===== src/rtl/logic_gate_pipe.sv =====
// Registered two-operand bitwise gate unit with a DEPTH-entry output FIFO and
// valid/ready handshakes on both sides; each stored result carries zero/ones flags.
module logic_gate_pipe #(
    parameter int WIDTH = 8,
    parameter int DEPTH = 2
) (
    input  logic                         clk,
    input  logic                         rst_n,
    input  logic                         in_valid,
    output logic                         in_ready,
    input  logic [WIDTH-1:0]             a,
    input  logic [WIDTH-1:0]             b,
    input  logic [2:0]                   op,
    output logic                         out_valid,
    input  logic                         out_ready,
    output logic [WIDTH-1:0]             y,
    output logic                         y_zero,
    output logic                         y_ones,
    output logic [$clog2(DEPTH+1)-1:0]   count
);

    localparam int PW = $clog2(DEPTH);
    localparam int CW = $clog2(DEPTH+1);
    localparam logic [CW-1:0] FULL = CW'(DEPTH);

    logic [WIDTH-1:0] mem_y    [DEPTH];
    logic             mem_zero [DEPTH];
    logic             mem_ones [DEPTH];

    logic [PW-1:0]    wr_ptr;
    logic [PW-1:0]    rd_ptr;
    logic             push;
    logic             pop;
    logic [WIDTH-1:0] result;

    always_comb begin
        result = a;
        case (op)
            3'd0:    result = a & b;
            3'd1:    result = a | b;
            3'd2:    result = a ^ b;
            3'd3:    result = ~(a & b);
            3'd4:    result = ~(a | b);
            3'd5:    result = ~(a ^ b);
            3'd6:    result = a & ~b;
            default: result = a;
        endcase
    end

    // Ready depends only on the registered count, so a pop frees the slot one cycle later.
    assign in_ready  = (count < FULL);
    assign out_valid = (count != '0);
    assign push      = in_valid & in_ready;
    assign pop       = out_valid & out_ready;

    always_ff @(posedge clk or negedge rst_n) begin
        if (!rst_n) begin
            count  <= '0;
            wr_ptr <= '0;
            rd_ptr <= '0;
        end else begin
            if (push) begin
                wr_ptr <= wr_ptr + PW'(1);
            end
            if (pop) begin
                rd_ptr <= rd_ptr + PW'(1);
            end
            count <= count + CW'(push) - CW'(pop);
        end
    end

    // Storage is left uncleared on reset; the empty-state output gating hides it.
    always_ff @(posedge clk) begin
        if (push) begin
            mem_y[wr_ptr]    <= result;
            mem_zero[wr_ptr] <= (result == '0);
            mem_ones[wr_ptr] <= (result == '1);
        end
    end

    assign y      = out_valid ? mem_y[rd_ptr]    : '0;
    assign y_zero = out_valid ? mem_zero[rd_ptr] : 1'b0;
    assign y_ones = out_valid ? mem_ones[rd_ptr] : 1'b0;

endmodule


===== config.mk =====
export PLATFORM = sky130hd
export DESIGN_NAME = logic_gate_pipe
export DESIGN_NICKNAME = d
export VERILOG_FILES = /design/src/rtl/logic_gate_pipe.sv
export SDC_FILE = /design/constraint.sdc
export NUM_CORES = 1
export LEC_CHECK = 0
export BUFFER_PORTS_ARGS = -buffer_cell sky130_fd_sc_hd__clkbuf_2
export CORE_AREA = 10 10 80 82
export CTS_BUF_LIST = sky130_fd_sc_hd__clkbuf_4 sky130_fd_sc_hd__clkbuf_8 sky130_fd_sc_hd__clkbuf_16
export DETAILED_ROUTE_END_ITERATION = 8
export DIE_AREA = 0 0 90 92
export PLACE_DENSITY = 0.68
export SLEW_MARGIN = 25
export SYNTH_ARGS = -nofsm -noshare
export SYNTH_HDL_FRONTEND = slang
export SYNTH_SLANG_ARGS = --single-unit

===== constraint.sdc =====
create_clock -name clk -period 2.6 [get_ports clk]
set_clock_uncertainty 0.05 [all_clocks]
set_input_delay 0.78 -clock clk [delete_from_list [all_inputs] [get_ports clk]]
set_output_delay 0.78 -clock clk [all_outputs]
set_load 0.1 [all_outputs]

==> results list <==
- The run finished with clean final reports.
- The cell that appears most often on the critical path is buf_4.
- Unrepaired setup endpoints after global routing: false
- Detailed placement finished with a half-perimeter wire length of 3405 um.
- Critical path's slowest cell: dfrtp_2
* Num Clock Sinks: 24
- The number of cells on the worst reg-to-reg path is 8.
- Summed over all layers, the global routing overflow is 0.
* Routed wire length per instance: between 10 and 15 um
- Using the TritonRoute via totals, the vias-per-cell ratio works out to a little under 5.
- I/O pin count: 37
- Routability-driven placement finished with a final weighted congestion of about 0.79.
* Share of layout cells above drive strength 1: 34.96%
* Portion of the clock cycle consumed by the worst path in the final layout: 95.62%
* Crit path kind: reg2out
- Commonest cells in the synthesized netlist: ha_1, inv_1, mux2i_1
* Fmax achieved: approximately 400 MHz
- Share of the synthesized area in the top cell type: 29.14%
- The initial antenna violation count came to 0.
- Yosys printed 0 warnings.
- Synth Cell Area: a little over 0.002 mm2
* Post-DRT Antenna Nets: 0
* Max-capacitance violation count: 0
- Post-layout nets: 296
- For the pin with the worst max-slew slack, the measured transition is a little under 0.6 ns.
- Horizontal die dimension: ~90 um
- For this run, the total global-route usage over all layers was measured as under 10%.
- Entering global routing, the biggest net connects 14 pins.
- The tree is rooted in a clkbuf_8.
- Top cells by area, synth: edfxtp_1, ha_1, mux2i_1
- The synthesized design contains 24 register bits.
* Number of buffers inserted by hold repair at cts: 0
- Counting I/O delays and the setup requirement, the final critical path takes 2.486 ns.
- The synthesized design contains 20 enable-type register cells.
* Slew Viols, Final: 0
- The repair_antennas step left the layout with diodes totalling 0.
- Share of synthesized registers carrying an async set or reset: between 15 and 20%
* Core region area: just under 0.005 mm2
* Layout overhead on the synthesized area: 23.62%
- Starting density of the core: between 40% and 50%
* Placed cells: between 300 and 400
- Starting DRC count in detailed routing: 37
- Post-CTS repair changed the size of 0 cells.
- Among all flip-flop cells after synthesis, the most frequent one is edfxtp_1.
- Post-Route Utilization: between 50% and 60%
* TritonCTS clock tree: yes
- Number of detailed-route iterations in the first pass: 4
- Headroom to the max-slew limit: about three fifths
- The die covers approximately 0.0083 mm2.
- Number of setup buffers added after CTS: 0
- Crit Path Max Fanout: 5
* Cells along the critical path: nor2_2 > buf_4 > nor2_4 > buf_4
- Distinct cell type count of the synthesized netlist: between 40 and 50
* Leak: 1.212 nW
- Clock buffers created by TritonCTS: 3
* Buffer depth of the longest clock path: 2
- Data on the critical path is required at its endpoint by ~1.8 ns.
* IO buf count: 36
* Average cell area after synthesis: between 10 and 15 um2
- For this run, the number of standard cells in the final layout without fillers is roughly 320.
- In this run the worst hold path is classified as in2async.
* Library cell occupying the most area in the post-synthesis netlist: edfxtp_1
- The share of the Yosys chip area taken by registers is between 30% and 40%.
- Worst ir drop on vdd: 581.3 uV
* H-tree lvl count: 1
* Kind of start point of the critical path: flip-flop
* Count of endpoints failing hold in the final timing report: 0
- The worst setup path is captured at a primary output.
- In the synthesized netlist, the number of instances is approximately 200.
* Final WL: roughly 4000 um
- Pwr/cell area: about 1000 mW/mm2
- Number of nets in the synthesized netlist: around 240
* Number of global-route vias before repair: 1586
* Delay contributed by the slowest stage of the critical path: around 0.43 ns
- The first global-routing pass estimated ~7000 um of wire.
* FILL cells: around 450
- Routed vias: between 1.5k and 2k
- After clock tree synthesis, the clock-pin slew on the worst setup and hold paths is ~0.07 ns.
* Insertion delay to the later sink of the worst-skew pair: approximately 0.25 ns
* Total number of placement rows: 26
- Setup violations remaining at the end of the flow were counted as 0.
- Worst Path Arrival: around 1.7 ns
* Height of the chip: between 90 and 100 um
* DRC violations left: 0
-- layout make-up --
cell class	instances	area (um2)	area share, %
timing repair buffer	58	370.4	14.54
tap	70	87.58	3.438
multi-input combinational	132	1226	48.13
sequential	24	703.2	27.60
clock buffer	4	48.80	1.916
inverter	28	111.4	4.371
-- where the power goes --
group,switching (mW),total [mW],internal (mW)
sequential,0.0810,0.611,0.530
combinational,1.29,1.73,0.433
clock,0.106,0.225,0.120
total,1.48,2.56,1.08
-- cells in the final DEF, fill, tap and decap left out, types with 2 or more instances in the layout --
cell      netlist  routed
nand2_1         7       7
ha_1           26      26
a211oi_2        2       2
nor2_1         17       6
nor3_1          2       2
a21oi_1         6       6
xnor2_1         3       3
dfrtp_2         0       2
nor2_4          0       9
a211oi_1        3       3
a21o_1          3       3
mux4_2          3       3
dfrtp_1         4       2
nor2b_1         6       6
o21ai_1         3       3
nor2_2          0       2
inv_1          26      25
nand2b_1        4       4
o32ai_1         2       2
clkbuf_8        0       3
buf_4           2      32
o211ai_1        2       2
edfxtp_1       20      20
a311oi_1        2       2
and3_1          2       2
clkbuf_2        0      26
mux2i_1        21      21
mux2_1          3       3
-- worst max-delay path, delay by kind of cell (launching register included) --
kind	cells	cell delay, ns
buffers and inverters	2	0.50
AND/OR/NAND/NOR	2	0.46
flip-flops	1	0.43
-- metal layers --
metal / wire, um / track usage (%) / up-vias / share of wire (%)
li1: - / - / 792 / -
met1: 1748 / 10.45 / 702 / 43
met2: 2135 / 18.40 / 27 / 53
met3: 141 / 1.956 / 2 / 3.5
met4: 25 / 3.183 / 0 / 0.62
met5: 0 / 0 / - / 0
-- final timing paths --
check | startpoint | endpoint | slack, ns
max in group asynchronous | rst_n | count[1] | 2.11
min in group clk | count[1] | count[1] | 0.45
worst min register to register | count[1] | count[1] | 0.45
worst max-delay path | count[1] | y[6] | 0.11
worst min-delay path | rst_n | count[0] | 0.26
worst max register to register | count[1] | count[1] | 0.50
-- cell families (layout without fill, tap and decap cells) --
logic type                 count (synthesis)  count (layout)  synth area share, %
and+or+nand+nor                           43              43                11.05
buffers and inverters                     39              90                10.02
AOI/OAI and AO/OA                         31              31                11.60
muxes                                     28              28                15.85
adders and majority gates                 26              26                15.79
DFF                                       24              24                34.00
xor gates and xnor gates                   4               4                1.700
-- registers in the layout (all words and copies together), names as in the netlist --
signal / cells
mem_y: 16
count: 2
mem_ones: 2
mem_zero: 2
rd_ptr: 1
wr_ptr: 1
-- through the flow --
stage / power [mW] / hold WS [ns] / instance area [um2] / setup WS (ns) / setup TNS, ns
6_report: 2.563 / 0.2624 / 2547 / 0.1139 / 0
3_3_place_gp: 2.341 / 0.4268 / 2499 / -0.05421 / -0.1430
2_1_floorplan: 2.028 / 0.4115 / 2141 / 0.07483 / 0
3_5_place_dp: 2.368 / 0.4433 / 2499 / -0.07499 / -0.2639
4_1_cts: 2.595 / 0.2543 / 2547 / 0.08036 / 0
5_1_grt: 2.690 / 0.2509 / 2547 / 0.04828 / 0
(Power assumes the default switching activity.)
